File: config.mk
export PLATFORM = sky130hd
export DESIGN_NAME = ram_trace_packetizer_flat
export DESIGN_NICKNAME = d
export VERILOG_FILES = /design/src/rtl/trace_pkg.sv /design/src/rtl/ram_trace_packetizer_if.sv /design/src/rtl/sync_fifo.sv /design/src/rtl/ram_trace_packetizer.sv /design/src/flat_wrapper.sv
export SDC_FILE = /design/constraint.sdc
export NUM_CORES = 1
export LEC_CHECK = 0
export ABC_AREA = 0
export ABC_CLOCK_PERIOD_IN_PS = 4350
export CAP_MARGIN = 40
export CORE_ASPECT_RATIO = 1.25
export CORE_MARGIN = 2
export CORE_UTILIZATION = 25
export CTS_CLUSTER_SIZE = 40
export DETAILED_ROUTE_END_ITERATION = 6
export GPL_TIMING_DRIVEN = 0
export PLACE_DENSITY = 0.4
export SYNTH_ARGS = -nofsm -noshare
export SYNTH_HDL_FRONTEND = slang
export SYNTH_SLANG_ARGS = --single-unit
File: constraint.sdc
create_clock -name mclk -period 4.35 [get_ports mclk]
set_input_delay 1.0875 -clock mclk [delete_from_list [all_inputs] [get_ports mclk]]
set_output_delay 1.0875 -clock mclk [all_outputs]
set_load 0.005 [all_outputs]
File: src/rtl/trace_pkg.sv
// Shared definitions for the RAM trace packetizer.
//   - Packet tag bytes placed in the top byte of write/read/marker packets.
//   - evt_kind encodings as seen on the event bus (kind 3 is reserved).
//   - Serializer state encoding.
package trace_pkg;

    localparam logic [7:0] TAG_WRITE = 8'hAA;
    localparam logic [7:0] TAG_READ  = 8'hBB;
    localparam logic [7:0] TAG_MARK  = 8'hCC;

    localparam logic [1:0] EVT_ADDR  = 2'd0;
    localparam logic [1:0] EVT_WRITE = 2'd1;
    localparam logic [1:0] EVT_READ  = 2'd2;

    typedef enum logic {
        ST_IDLE = 1'b0,
        ST_SEND = 1'b1
    } ser_state_t;

endpackage

File: src/rtl/ram_trace_packetizer_if.sv
// Bus bundle between the event source, the packetizer and the USB FIFO pins.
//   evt_valid/evt_kind/evt_addr/evt_data : one-cycle RAM bus event strobe + payload
//   usb_full                             : positive-logic USB FIFO full flag
//   usb_d/usb_wr_strobe                  : byte stream towards the USB FIFO
//   usb_pktend_strobe                    : one-cycle flush request
// master = event source / USB FIFO model, slave = packetizer.
interface ram_trace_packetizer_if #(
    parameter int ADDR_W = 23,
    parameter int DATA_W = 16
);
    logic              evt_valid;
    logic [1:0]        evt_kind;
    logic [ADDR_W-1:0] evt_addr;
    logic [DATA_W-1:0] evt_data;
    logic              usb_full;
    logic [7:0]        usb_d;
    logic              usb_wr_strobe;
    logic              usb_pktend_strobe;

    modport master (
        output evt_valid, evt_kind, evt_addr, evt_data, usb_full,
        input  usb_d, usb_wr_strobe, usb_pktend_strobe
    );

    modport slave (
        input  evt_valid, evt_kind, evt_addr, evt_data, usb_full,
        output usb_d, usb_wr_strobe, usb_pktend_strobe
    );
endinterface

File: src/rtl/sync_fifo.sv
// Single-clock FIFO with flop storage and a registered occupancy count.
//   clk/reset : clock, synchronous active-high reset
//   wr_en/wr_data : push; accepted when not full, or when full and popping
//   rd_en/rd_data : pop; rd_data always shows the head entry
//   full/empty/level : occupancy status
module sync_fifo #(
    parameter int WIDTH = 24,
    parameter int DEPTH = 16
) (
    input  logic                     clk,
    input  logic                     reset,
    input  logic                     wr_en,
    input  logic [WIDTH-1:0]         wr_data,
    input  logic                     rd_en,
    output logic [WIDTH-1:0]         rd_data,
    output logic                     full,
    output logic                     empty,
    output logic [$clog2(DEPTH):0]   level
);
    localparam int AW = $clog2(DEPTH);
    localparam int LW = AW + 1;

    logic [WIDTH-1:0] mem_q [DEPTH];
    logic [WIDTH-1:0] mem_d [DEPTH];
    logic [AW-1:0]    wr_ptr_q, wr_ptr_d;
    logic [AW-1:0]    rd_ptr_q, rd_ptr_d;
    logic [LW-1:0]    level_q, level_d;
    logic             do_wr_s, do_rd_s;

    assign full    = (level_q == LW'(DEPTH));
    assign empty   = (level_q == '0);
    assign level   = level_q;
    assign rd_data = mem_q[rd_ptr_q];

    // Next-state for storage, pointers and level; a pop frees the slot a full push needs.
    always_comb begin
        mem_d    = mem_q;
        do_rd_s  = rd_en && !empty;
        do_wr_s  = wr_en && (!full || do_rd_s);
        wr_ptr_d = wr_ptr_q;
        rd_ptr_d = rd_ptr_q;
        level_d  = level_q;
        if (do_wr_s) begin
            mem_d[wr_ptr_q] = wr_data;
            wr_ptr_d        = wr_ptr_q + AW'(1);
        end else begin
            wr_ptr_d = wr_ptr_q;
        end
        if (do_rd_s) begin
            rd_ptr_d = rd_ptr_q + AW'(1);
        end else begin
            rd_ptr_d = rd_ptr_q;
        end
        case ({do_wr_s, do_rd_s})
            2'b10:   level_d = level_q + LW'(1);
            2'b01:   level_d = level_q - LW'(1);
            default: level_d = level_q;
        endcase
    end

    // FIFO state registers.
    always_ff @(posedge clk) begin
        if (reset) begin
            mem_q    <= '{default: '0};
            wr_ptr_q <= '0;
            rd_ptr_q <= '0;
            level_q  <= '0;
        end else begin
            mem_q    <= mem_d;
            wr_ptr_q <= wr_ptr_d;
            rd_ptr_q <= rd_ptr_d;
            level_q  <= level_d;
        end
    end
endmodule

File: src/rtl/ram_trace_packetizer.sv
// Packs synchronised RAM bus events into fixed-size packets, queues them and
// streams them MSB-first onto the byte-wide USB FIFO. Lost events are counted
// and reported by an in-band marker packet; idle partial USB packets are
// flushed with a PKTEND strobe.
//   mclk/reset  : clock, synchronous active-high reset
//   capture_en  : gates all capture; read_en : also capture read-data events
//   bus         : event inputs and USB FIFO signals (slave side)
//   fifo_level  : queued packets; overflow : pulse per dropped event
//   busy        : serializer is not idle
module ram_trace_packetizer
    import trace_pkg::*;
#(
    parameter int ADDR_W       = 23,
    parameter int DATA_W       = 16,
    parameter int PKT_BYTES    = 3,
    parameter int FIFO_DEPTH   = 16,
    parameter int FLUSH_CYCLES = 1024,
    parameter int CNT_W        = 16
) (
    input  logic                          mclk,
    input  logic                          reset,
    input  logic                          capture_en,
    input  logic                          read_en,
    ram_trace_packetizer_if.slave         bus,
    output logic [$clog2(FIFO_DEPTH):0]   fifo_level,
    output logic                          overflow,
    output logic                          busy
);
    localparam int P     = PKT_BYTES * 8;
    localparam int PL_W  = P - 8;
    localparam int BC_W  = $clog2(PKT_BYTES + 1);
    localparam int TMR_W = $clog2(FLUSH_CYCLES + 1);

    ser_state_t       state_q, state_d;
    logic [P-1:0]     shift_q, shift_d;
    logic [BC_W-1:0]  byte_cnt_q, byte_cnt_d;
    logic [7:0]       usb_d_q, usb_d_d;
    logic             wr_q, wr_d;
    logic             pktend_q, pktend_d;
    logic             overflow_q, overflow_d;
    logic             busy_q, busy_d;
    logic [CNT_W-1:0] drop_count_q, drop_count_d;
    logic             dirty_q, dirty_d;
    logic [TMR_W-1:0] timer_q, timer_d;

    logic             accept_s, push_s, pop_s, drop_s, can_push_s;
    logic             fifo_full_s, fifo_empty_s;
    logic [P-1:0]     evt_pkt_s, push_data_s, fifo_rd_data_s;

    sync_fifo #(.WIDTH(P), .DEPTH(FIFO_DEPTH)) u_fifo (
        .clk     (mclk),
        .reset   (reset),
        .wr_en   (push_s),
        .wr_data (push_data_s),
        .rd_en   (pop_s),
        .rd_data (fifo_rd_data_s),
        .full    (fifo_full_s),
        .empty   (fifo_empty_s),
        .level   (fifo_level)
    );

    assign bus.usb_d             = usb_d_q;
    assign bus.usb_wr_strobe     = wr_q;
    assign bus.usb_pktend_strobe = pktend_q;
    assign overflow              = overflow_q;
    assign busy                  = busy_q;

    // Event qualification and packet encoding.
    always_comb begin
        accept_s  = 1'b0;
        evt_pkt_s = '0;
        case (bus.evt_kind)
            EVT_ADDR:  evt_pkt_s = P'(bus.evt_addr[ADDR_W-1:0]);
            EVT_WRITE: evt_pkt_s = {TAG_WRITE, PL_W'(bus.evt_data[DATA_W-1:0])};
            EVT_READ:  evt_pkt_s = {TAG_READ,  PL_W'(bus.evt_data[DATA_W-1:0])};
            default:   evt_pkt_s = '0;
        endcase
        if (bus.evt_valid && capture_en) begin
            case (bus.evt_kind)
                EVT_ADDR, EVT_WRITE: accept_s = 1'b1;
                EVT_READ:            accept_s = read_en;
                default:             accept_s = 1'b0;
            endcase
        end else begin
            accept_s = 1'b0;
        end
    end

    // Enqueue arbitration: a pending marker always wins the slot so it lands
    // ahead of any later data; an event colliding with it is itself counted lost.
    always_comb begin
        push_s       = 1'b0;
        push_data_s  = evt_pkt_s;
        drop_s       = 1'b0;
        drop_count_d = drop_count_q;
        can_push_s   = !fifo_full_s || pop_s;
        if ((drop_count_q != '0) && can_push_s) begin
            push_s      = 1'b1;
            push_data_s = {TAG_MARK, PL_W'(drop_count_q)};
            if (accept_s) begin
                drop_s       = 1'b1;
                drop_count_d = CNT_W'(1);
            end else begin
                drop_count_d = '0;
            end
        end else if (accept_s) begin
            if (can_push_s) begin
                push_s = 1'b1;
            end else begin
                drop_s = 1'b1;
                if (drop_count_q != '1) begin
                    drop_count_d = drop_count_q + CNT_W'(1);
                end else begin
                    drop_count_d = drop_count_q;
                end
            end
        end else begin
            push_s = 1'b0;
        end
        overflow_d = drop_s;
    end

    // Serializer next-state: load a packet in IDLE, emit one byte per non-full cycle in SEND.
    always_comb begin
        state_d    = state_q;
        shift_d    = shift_q;
        byte_cnt_d = byte_cnt_q;
        usb_d_d    = usb_d_q;
        wr_d       = 1'b0;
        pop_s      = 1'b0;
        case (state_q)
            ST_IDLE: begin
                if (!fifo_empty_s) begin
                    pop_s      = 1'b1;
                    shift_d    = fifo_rd_data_s;
                    byte_cnt_d = BC_W'(PKT_BYTES);
                    state_d    = ST_SEND;
                end else begin
                    state_d = ST_IDLE;
                end
            end
            ST_SEND: begin
                if (!bus.usb_full) begin
                    usb_d_d    = shift_q[P-1 -: 8];
                    wr_d       = 1'b1;
                    shift_d    = {shift_q[P-9:0], 8'h00};
                    byte_cnt_d = byte_cnt_q - BC_W'(1);
                    if (byte_cnt_q == BC_W'(1)) begin
                        state_d = ST_IDLE;
                    end else begin
                        state_d = ST_SEND;
                    end
                end else begin
                    state_d = ST_SEND;
                end
            end
            default: state_d = ST_IDLE;
        endcase
        busy_d = (state_d != ST_IDLE);
    end

    // Flush timer. It fires on the FLUSH_CYCLES-th idle cycle so the registered
    // PKTEND lands exactly FLUSH_CYCLES cycles after the last byte strobe.
    always_comb begin
        dirty_d  = dirty_q;
        timer_d  = timer_q;
        pktend_d = 1'b0;
        if (wr_d) begin
            dirty_d = 1'b1;
            timer_d = '0;
        end else if ((state_q == ST_IDLE) && fifo_empty_s && dirty_q) begin
            if (timer_q == TMR_W'(FLUSH_CYCLES - 1)) begin
                if (!bus.usb_full) begin
                    pktend_d = 1'b1;
                    dirty_d  = 1'b0;
                    timer_d  = '0;
                end else begin
                    timer_d = timer_q;
                end
            end else begin
                timer_d = timer_q + TMR_W'(1);
            end
        end else begin
            timer_d = '0;
        end
    end

    // Control and output registers.
    always_ff @(posedge mclk) begin
        if (reset) begin
            state_q      <= ST_IDLE;
            shift_q      <= '0;
            byte_cnt_q   <= '0;
            usb_d_q      <= 8'h00;
            wr_q         <= 1'b0;
            pktend_q     <= 1'b0;
            overflow_q   <= 1'b0;
            busy_q       <= 1'b0;
            drop_count_q <= '0;
            dirty_q      <= 1'b0;
            timer_q      <= '0;
        end else begin
            state_q      <= state_d;
            shift_q      <= shift_d;
            byte_cnt_q   <= byte_cnt_d;
            usb_d_q      <= usb_d_d;
            wr_q         <= wr_d;
            pktend_q     <= pktend_d;
            overflow_q   <= overflow_d;
            busy_q       <= busy_d;
            drop_count_q <= drop_count_d;
            dirty_q      <= dirty_d;
            timer_q      <= timer_d;
        end
    end
endmodule

File: src/flat_wrapper.sv
// flat-port wrapper written by rule: the top's interface ports become plain ports
module ram_trace_packetizer_flat import trace_pkg::*;
#(
    parameter int ADDR_W       = 23,
    parameter int DATA_W       = 16,
    parameter int PKT_BYTES    = 3,
    parameter int FIFO_DEPTH   = 16,
    parameter int FLUSH_CYCLES = 1024,
    parameter int CNT_W        = 16
)
  (mclk, reset, capture_en, read_en, fifo_level, overflow, busy, bus_evt_valid, bus_evt_kind, bus_evt_addr, bus_evt_data, bus_usb_full, bus_usb_d, bus_usb_wr_strobe, bus_usb_pktend_strobe);
  ram_trace_packetizer_if #(.ADDR_W(ADDR_W), .DATA_W(DATA_W)) bus_i ();
  input  logic mclk;
  input  logic reset;
  input  logic capture_en;
  input  logic read_en;
  output logic [$clog2(FIFO_DEPTH):0] fifo_level;
  output logic overflow;
  output logic busy;
  input wire logic [$bits(bus_i.evt_valid)-1:0] bus_evt_valid;
  input wire logic [$bits(bus_i.evt_kind)-1:0] bus_evt_kind;
  input wire logic [$bits(bus_i.evt_addr)-1:0] bus_evt_addr;
  input wire logic [$bits(bus_i.evt_data)-1:0] bus_evt_data;
  input wire logic [$bits(bus_i.usb_full)-1:0] bus_usb_full;
  output wire logic [$bits(bus_i.usb_d)-1:0] bus_usb_d;
  output wire logic [$bits(bus_i.usb_wr_strobe)-1:0] bus_usb_wr_strobe;
  output wire logic [$bits(bus_i.usb_pktend_strobe)-1:0] bus_usb_pktend_strobe;
  assign bus_i.evt_valid = bus_evt_valid;
  assign bus_i.evt_kind = bus_evt_kind;
  assign bus_i.evt_addr = bus_evt_addr;
  assign bus_i.evt_data = bus_evt_data;
  assign bus_i.usb_full = bus_usb_full;
  assign bus_usb_d = bus_i.usb_d;
  assign bus_usb_wr_strobe = bus_i.usb_wr_strobe;
  assign bus_usb_pktend_strobe = bus_i.usb_pktend_strobe;
  ram_trace_packetizer #(.ADDR_W(ADDR_W), .DATA_W(DATA_W), .PKT_BYTES(PKT_BYTES), .FIFO_DEPTH(FIFO_DEPTH), .FLUSH_CYCLES(FLUSH_CYCLES), .CNT_W(CNT_W)) u_core (.mclk(mclk), .reset(reset), .capture_en(capture_en), .read_en(read_en), .bus(bus_i), .fifo_level(fifo_level), .overflow(overflow), .busy(busy));
endmodule
==> impl_results.md, run 1 <==
- Slowest stage delay, CP: 760 ps
- Mapped Avg Cell Area: 9.68 um2
- P&R area growth vs syn: 20.7%
- DR vias: 17017
- Share of cells above drive strength 1: 13.3%
- Crit Path Class: primary input to flop
- Initial Util: 25.1%
- CTS tree: built
- Antenna-violating nets left: 0
- Die Y: 318 um
- IO buf count: 62
- Max Clock Skew: 17.9 ps
- Worst slew pin tran: 930 ps
- Vias per inst: 5.18
- Flop2flop setup slack: 420 ps
- Hold Slack: 453 ps
- Crit path arrival time: 4680 ps
- Reg-to-reg startpoint: u_core.u_fifo.level[1]
- CP Max Fanout: 10
- GRT Total Usage: 19.8%
- Number of synthesized flops with an enable pin: 0
- Critical Path RT: 4860 ps
- Hold Path Origin: u_core.bus.usb_d[5]
- Core ar.: 78400 um2
- Top_reg_cell synth: dfxtp_1
- Detailed placement HPWL: 59700 um
- #FFs+latches synth: 463
- Crit share post-route: 95.9%
- Crit end category: flop
- Clock sink total: 463
- CP Cell Sequence: clkdlybuf4s50_1 > inv_1 > ha_1 > a211oi_2 > or2_2 > buf_2 > buf_1 > a211oi_4 > clkbuf_1 > nor2_1 > a211oi_1
- WL/cell: 24.7 um
- # setup viols final: 0
- Hold Crit Endpoint: u_core.bus.usb_d[5]
- Final Max Tran Viols: 0
- Syn_nets: 2103
- Boundary Pins: 64
- Vias in the first global route: 16936
- Worst setup SP type: primary input
- Initial DRT Pass Iterations: 5
- Leakage: 8.03 nW
- Hold Crit Depth: 2
- Syn Inst Count: 2038
- Count of different cell masters after synthesis: 52
- Layout fillers: 8143
- Clock root cell: clkbuf_16
- Seq/Total Area, Yosys: 47.0%
- Max-cap violations: 0
- Final hold viol count: 0
- Die area: 81200 um2
- Worst hold path type: flop to flop
- CTS clk-pin slew, worst paths: 60 ps
- Worst R2R Path Depth: 15
- Clock tree buffer depth: 3
- Synth warn: 0
- Rel. slew slack: 38.0%
- Antenna violations before repair: 0
- Final Non-Filler Cells: 3287
- FF-to-FF End: u_core.u_fifo.level[4]
- Clock latency on the worst-skew pair: 610 ps
- First-pass GRT wire length: 118000 um
- Tmin final: 4170 ps
- WL final: 81100 um
- Post-CTS setup buffers: 0
- Placer congestion estimate: 0.883
- # H-tree levels: 2
- Status: finished, final reports clean
- Total gr overflow: 0
- Mapped cell area: 19700 um2
- Antenna cells: 0
- TritonCTS Buffers: 50
- Initial DRC Count: 1446
- P per Cell Area: 479 nW/um2
- Slowest-stage cell, CP: clkbuf_1
- Die W: 255 um
- Drt drc: 0
- Post-synth ARST share: 0%
- Fmax: 0.240 GHz
- RSZ-0062 raised after global routing: yes
- Largest net degree at the start of global routing: 14
- Inst Count DP: 3201
- Nets@finish: 2265
- Max VDD drop: 0.000252 V
- Row count: 115
[cell families after synthesis]
group | share of synthesized area, %
AO/OA/AOI/OAI | 22.0
XOR/XNOR | 1.11
adder cells (fa/ha/maj) | 1.14
buffers and inverters | 4.44
flip-flops | 47.0
multiplexers | 16.0
AND/OR/NAND/NOR | 8.34
[final cells by class]
type | count | area (um2) | share of cell area, %
inverters | 13 | 48.8 | 0.205
repair buffers | 110 | 1080 | 4.53
clock inverters | 11 | 113 | 0.473
well taps | 1053 | 1320 | 5.54
plain buffers | 209 | 837 | 3.52
flip-flops and latches | 463 | 9270 | 38.9
multi-input cells | 1353 | 9600 | 40.3
clock buffers | 75 | 1540 | 6.47
[layer usage]
layer	global-route usage, %	part of all wire (%)
met5	0	0
met4	9.69	5.2
met3	2.46	4.8
met2	34.2	50
met1	24.1	41
[where the power goes]
part           switching [mW]  total, mW  internal (mW)
Sequential             0.0993       4.48           4.39
Combinational            1.68       2.54          0.865
Clock                    1.83       4.37           2.54
Total                    3.61       11.4           7.79
[flip-flops by register name, indices dropped and copies added (netlist names)]
| name | count |
|---|---|
| u_core.byte_cnt_q | 2 |
| u_core.drop_count_q | 16 |
| u_core.u_fifo.rd_ptr_q | 4 |
| u_core.overflow | 1 |
| u_core.bus.usb_d | 8 |
| u_core.u_fifo.level | 5 |
| u_core.u_fifo.mem_q | 384 |
| u_core.bus.usb_wr_strobe | 1 |
| u_core.timer_q | 11 |
| u_core.bus.usb_pktend_strobe | 1 |
| u_core.shift_q | 24 |
| u_core.u_fifo.wr_ptr_q | 4 |
| u_core.state_q | 1 |
| u_core.dirty_q | 1 |
[metrics by stage]
step           total power [mW]  area (um2)  utilization (%)  setup TNS, ps  setup WS (ps)
5_1_grt                    11.8       23800             30.4          -53.3          -53.3
6_report                   11.4       23800             30.4              0            180
3_5_place_dp               7.10       22100             28.2         -47970           -992
2_1_floorplan              5.95       19700                -              0            394
4_1_cts                    11.5       23800             30.3              0           50.1
3_3_place_gp               6.96       21700             27.6        -110520          -1330
[worst max-delay path by stage]
stage                               start                        to  slack, ps
after floorplan           bus_evt_kind[0]    u_core.u_fifo.level[4]        390
after global placement    bus_evt_kind[0]    u_core.u_fifo.level[4]      -1330
after detailed placement  bus_evt_kind[0]    u_core.u_fifo.level[4]       -990
after CTS                 bus_evt_kind[0]  u_core.u_fifo.mem_q[258]         50
after global routing      bus_evt_kind[0]    u_core.u_fifo.level[4]        -50
final                     bus_evt_kind[1]  u_core.u_fifo.mem_q[258]        180
[cells in the final DEF (no fill, tap or decap), types with 62 or more instances in the layout]
master	count
o21ai_0	259
clkdlybuf4s50_1	62
dfxtp_1	463
nand2_1	74
a211oi_1	89
a21oi_1	310
mux4_2	96
mux2i_1	78
clkbuf_1	174
nor2_1	175
[worst max-delay path: cells and delay by family]
kind	cells	cell delay, ps
buf+inv	5	1950
fa+ha+maj	1	290
compound gates	3	960
simple gates	2	390
[synthesized netlist by cell type, drive strengths merged, types with 4 or more instances]
master   count  area share, %
a2111oi      5           0.35
a211oi     106            4.4
a21oi      310            7.9
a22o        11           0.49
a22oi       25           0.95
a31oi        4           0.13
a32oi        4           0.18
and3         4           0.13
buf         39           0.95
clkbuf     170            3.2
dfxtp      463             47
ha          18            1.1
inv         12           0.23
mux2        19            1.1
mux2i       78            4.0
mux4        96             11
nand2       74            1.4
nand2b       6           0.19
nand3       31           0.79
nand4        8           0.25
nor2       176            3.4
nor2b       16           0.51
nor3        16           0.41
nor4        18           0.57
o21ai      260            6.6
o22ai       11           0.35
or4          5           0.21
xnor2       17           0.76
xor2         8           0.36
[timing repair]
| item | CTS | global route |
|---|---|---|
| hold buffers | 0 | 0 |
| cloned | 0 | 0 |
| resized for setup | 4 | 8 |
| endpoints found under the setup margin | 12 | 22 |
No activity file was read; power rests on OpenSTA's default activity.
==> run 2, diff against run 1 <==
--- a/config.mk
+++ b/config.mk
@@ -9,7 +9,6 @@
 export ABC_CLOCK_PERIOD_IN_PS = 4350
 export CAP_MARGIN = 40
 export CORE_ASPECT_RATIO = 1.25
-export CORE_MARGIN = 2
 export CORE_UTILIZATION = 25
 export CTS_CLUSTER_SIZE = 40
 export DETAILED_ROUTE_END_ITERATION = 6
==> run 2 against run 1 <==
Compared with the run above:
- clock power up 4.6%
- first-iteration DRC count is 3.7% lower
- power grew 1.5%
- non-clock buffer count fell by 3
- sequential cell count unchanged
- highest routed layer unchanged
==> impl_results.md, run 2 (synthesized netlist as in run 1, its figures left out) <==
- Tmin final: 4150 ps (-19.8 ps)
- Antenna violations before repair: 0 (unchanged)
- Hold Path Origin: u_core.timer_q[10]
- WL/cell: 24.5 um (-0.59%)
- Initial DRC Count: 1392 (-3.7%)
- PostCTS Resize Cnt: 3 (-1)
- Detailed placement HPWL: 59600 um (about the same)
- Crit path arrival time: 4610 ps (-70 ps)
- Clock tree buffer depth: 3 (unchanged)
- CP Max Fanout: 10 (unchanged)
- Inst Count DP: 3189 (-0.37%)
- Core ar.: 77700 um2 (-0.87%)
- Max FFs per register: 384 (unchanged)
- Leakage: 8.06 nW (+0.31%)
- Antenna cells: 0 (unchanged)
- P per Cell Area: 486 nW/um2 (+1.4%)
- FF-to-FF End: u_core.u_fifo.level[4]
- RSZ-0062 raised after global routing: yes
- Die area: 80000 um2 (-1.4%)
- Antenna-violating nets left: 0 (unchanged)
- First-pass GRT wire length: 118000 um (about the same)
- Total gr overflow: 0 (unchanged)
- Crit share post-route: 95.4% (-0.46 points)
- Worst setup SP type: primary input
- Top Registers: u_core.u_fifo.mem_q (384), u_core.shift_q (24), u_core.drop_count_q (16)
- Worst Setup Slack, final: 200 ps (+19.8 ps)
- Setup crit start: bus_evt_kind[1]
- GRT Total Usage: 20.1% (+0.30 points)
- TritonCTS Buffers: 49 (-2.0%)
- WL final: 80400 um (-0.83%)
- Fmax: 0.241 GHz (+0.48%)
- Placer congestion estimate: 0.880 (-0.33%)
- Clock latency on the worst-skew pair: 610 ps (about the same)
- Crit path to: u_core.u_fifo.mem_q[12]
- Critical Path RT: 4810 ps (-50 ps)
- CP Cell Sequence: clkdlybuf4s50_1 > inv_1 > ha_1 > or2_2 > clkbuf_1 > clkbuf_1 > a22o_1 > a22oi_1 > buf_1 > a21oi_1
- Largest net degree at the start of global routing: 15 (+1)
- Die W: 253 um (-0.78%)
- Drt drc: 0 (unchanged)
- Worst slew pin tran: 914 ps (-16.5 ps)
- Cts hold-fix bufs: 0 (unchanged)
- DP Worst Slack: -1000 ps (-7.91 ps)
- Crit Path Class: primary input to flop
- Flop2flop setup slack: 530 ps (+110 ps)
- Hold Slack: 457 ps (+3.61 ps)
- Nets@finish: 2261 (-0.18%)
- Power, Total: 11.6 mW (+1.5%)
- Final Max Tran Viols: 0 (unchanged)
- Reg-to-reg startpoint: u_core.u_fifo.level[1]
- Clock root cell: clkbuf_16
- Die Y: 316 um (-0.63%)
- Vias in the first global route: 17020 (+0.50%)
- Slowest-stage cell, CP: a22oi_1
- Initial DRT Pass Iterations: 5 (unchanged)
- IO buf count: 62 (unchanged)
- Vias per inst: 5.16 (-0.24%)
- Crit end category: flop
- Final Non-Filler Cells: 3279 (-0.24%)
- Buf+Inv Stages, Crit Path: 5 (unchanged)
- Worst R2R Path Depth: 15 (unchanged)
- Rel. slew slack: 39.1% (+1.1 points)
- Max VDD drop: 0.000284 V (+13%)
- Commonest non-fill, non-tap cell in the layout: dfxtp_1
- Initial Util: 25.4% (+0.22 points)
- Post-CTS setup buffers: 0 (unchanged)
- Delay-heaviest family, CP: buffers and inverters
- CTS clk-pin slew, worst paths: 70 ps (about the same)
- Layout fillers: 8070 (-0.90%)
- Clock sink total: 463 (unchanged)
- Max-cap violations: 0 (unchanged)
- Worst hold path type: flop to flop
- Row count: 114 (-0.87%)
- # H-tree levels: 2 (unchanged)
- Max Clock Skew: 19.6 ps (+1.68 ps)
- Most frequent CP cell: clkbuf_1
- CTS tree: built
- P&R area growth vs syn: 20.9%
- Top reg by flops: u_core.u_fifo.mem_q
- Status: finished, final reports clean
- Share of cells above drive strength 1: 13.4% (+0.039 points)
- Critical Path Stages: 10 (-1)
- Slowest stage delay, CP: 710 ps (-50 ps)
- # setup viols final: 0 (unchanged)
- Final hold viol count: 0 (unchanged)
- Boundary Pins: 64 (unchanged)
- Commonest non-fill, non-tap cells in the layout: dfxtp_1 (463), a21oi_1 (310), o21ai_0 (259)
- DR vias: 16934 (-0.49%)
run 2: changes by cell type in the layout (fill, tap and decap cells not counted), moves of 2 or more:
cell	delta
buf_2	-3
buf_1	+2
clkinv_2	+6
clkbuf_1	-2
bufinv_16	+4
clkbuf_16	-2
clkbuf_2	-2
run 2: cell type report:
class | count | area [um2] | share of cell area [%]
Timing Repair Buffer | 107 | 1060 | 4.44
Clock buffer | 69 | 1460 | 6.14
Clock inverter | 21 | 264 | 1.11
Sequential cell | 463 | 9270 | 38.9
Tap cell | 1044 | 1310 | 5.48
Multi-Input combinational cell | 1353 | 9590 | 40.2
Inverter | 13 | 48.8 | 0.205
Buffer | 209 | 833 | 3.50
run 2: worst min-delay path by stage:
stage                                endpoint  cells past startpoint
after floorplan           u_core.bus.usb_d[3]                      2
after global placement     u_core.timer_q[10]                      1
after detailed placement   u_core.timer_q[10]                      1
after CTS                  u_core.timer_q[10]                      1
after global routing       u_core.timer_q[10]                      1
final                      u_core.timer_q[10]                      1
run 2: metal layers:
layer	vias to the layer above	track usage [%]	wire (um)
met5	-	0	0
met4	0	9.52	3770
met3	152	3.08	4750
met2	617	35.5	40200
met1	8372	23.8	31700
li1	7793	-	-
run 2: worst reg2reg max path, cell delays in order, from the launching register on:
cell and delay, ps:
dfxtp_1 330, buf_6 140, nor4_1 360, nand3_1 400, clkbuf_1 410, o21ai_2 220, buf_4 200, ha_1 170
clkbuf_2 210, xor2_1 170, ha_1 200, nor2_1 70, nor3b_1 170, o21ai_0 110, a31oi_1 220, mux2_2 350
run 2: stage by stage:
step	instance area (um2)	utilization, %	setup TNS [ps]
finish	23800	30.7	0
global route	23800	30.7	-43.6
CTS	23800	30.6	0
detailed placement	22100	28.4	-46830
global placement	21600	27.8	-103030
floorplan	19700	-	0
run 2: where the power goes:
| group | internal [mW] | leakage, nW | switching, mW |
|---|---|---|---|
| Sequential | 4.38 | 3.73 | 0.0962 |
| Combinational | 0.861 | 3.47 | 1.66 |
| Clock | 2.70 | 0.858 | 1.87 |
| Total | 7.94 | 8.06 | 3.63 |
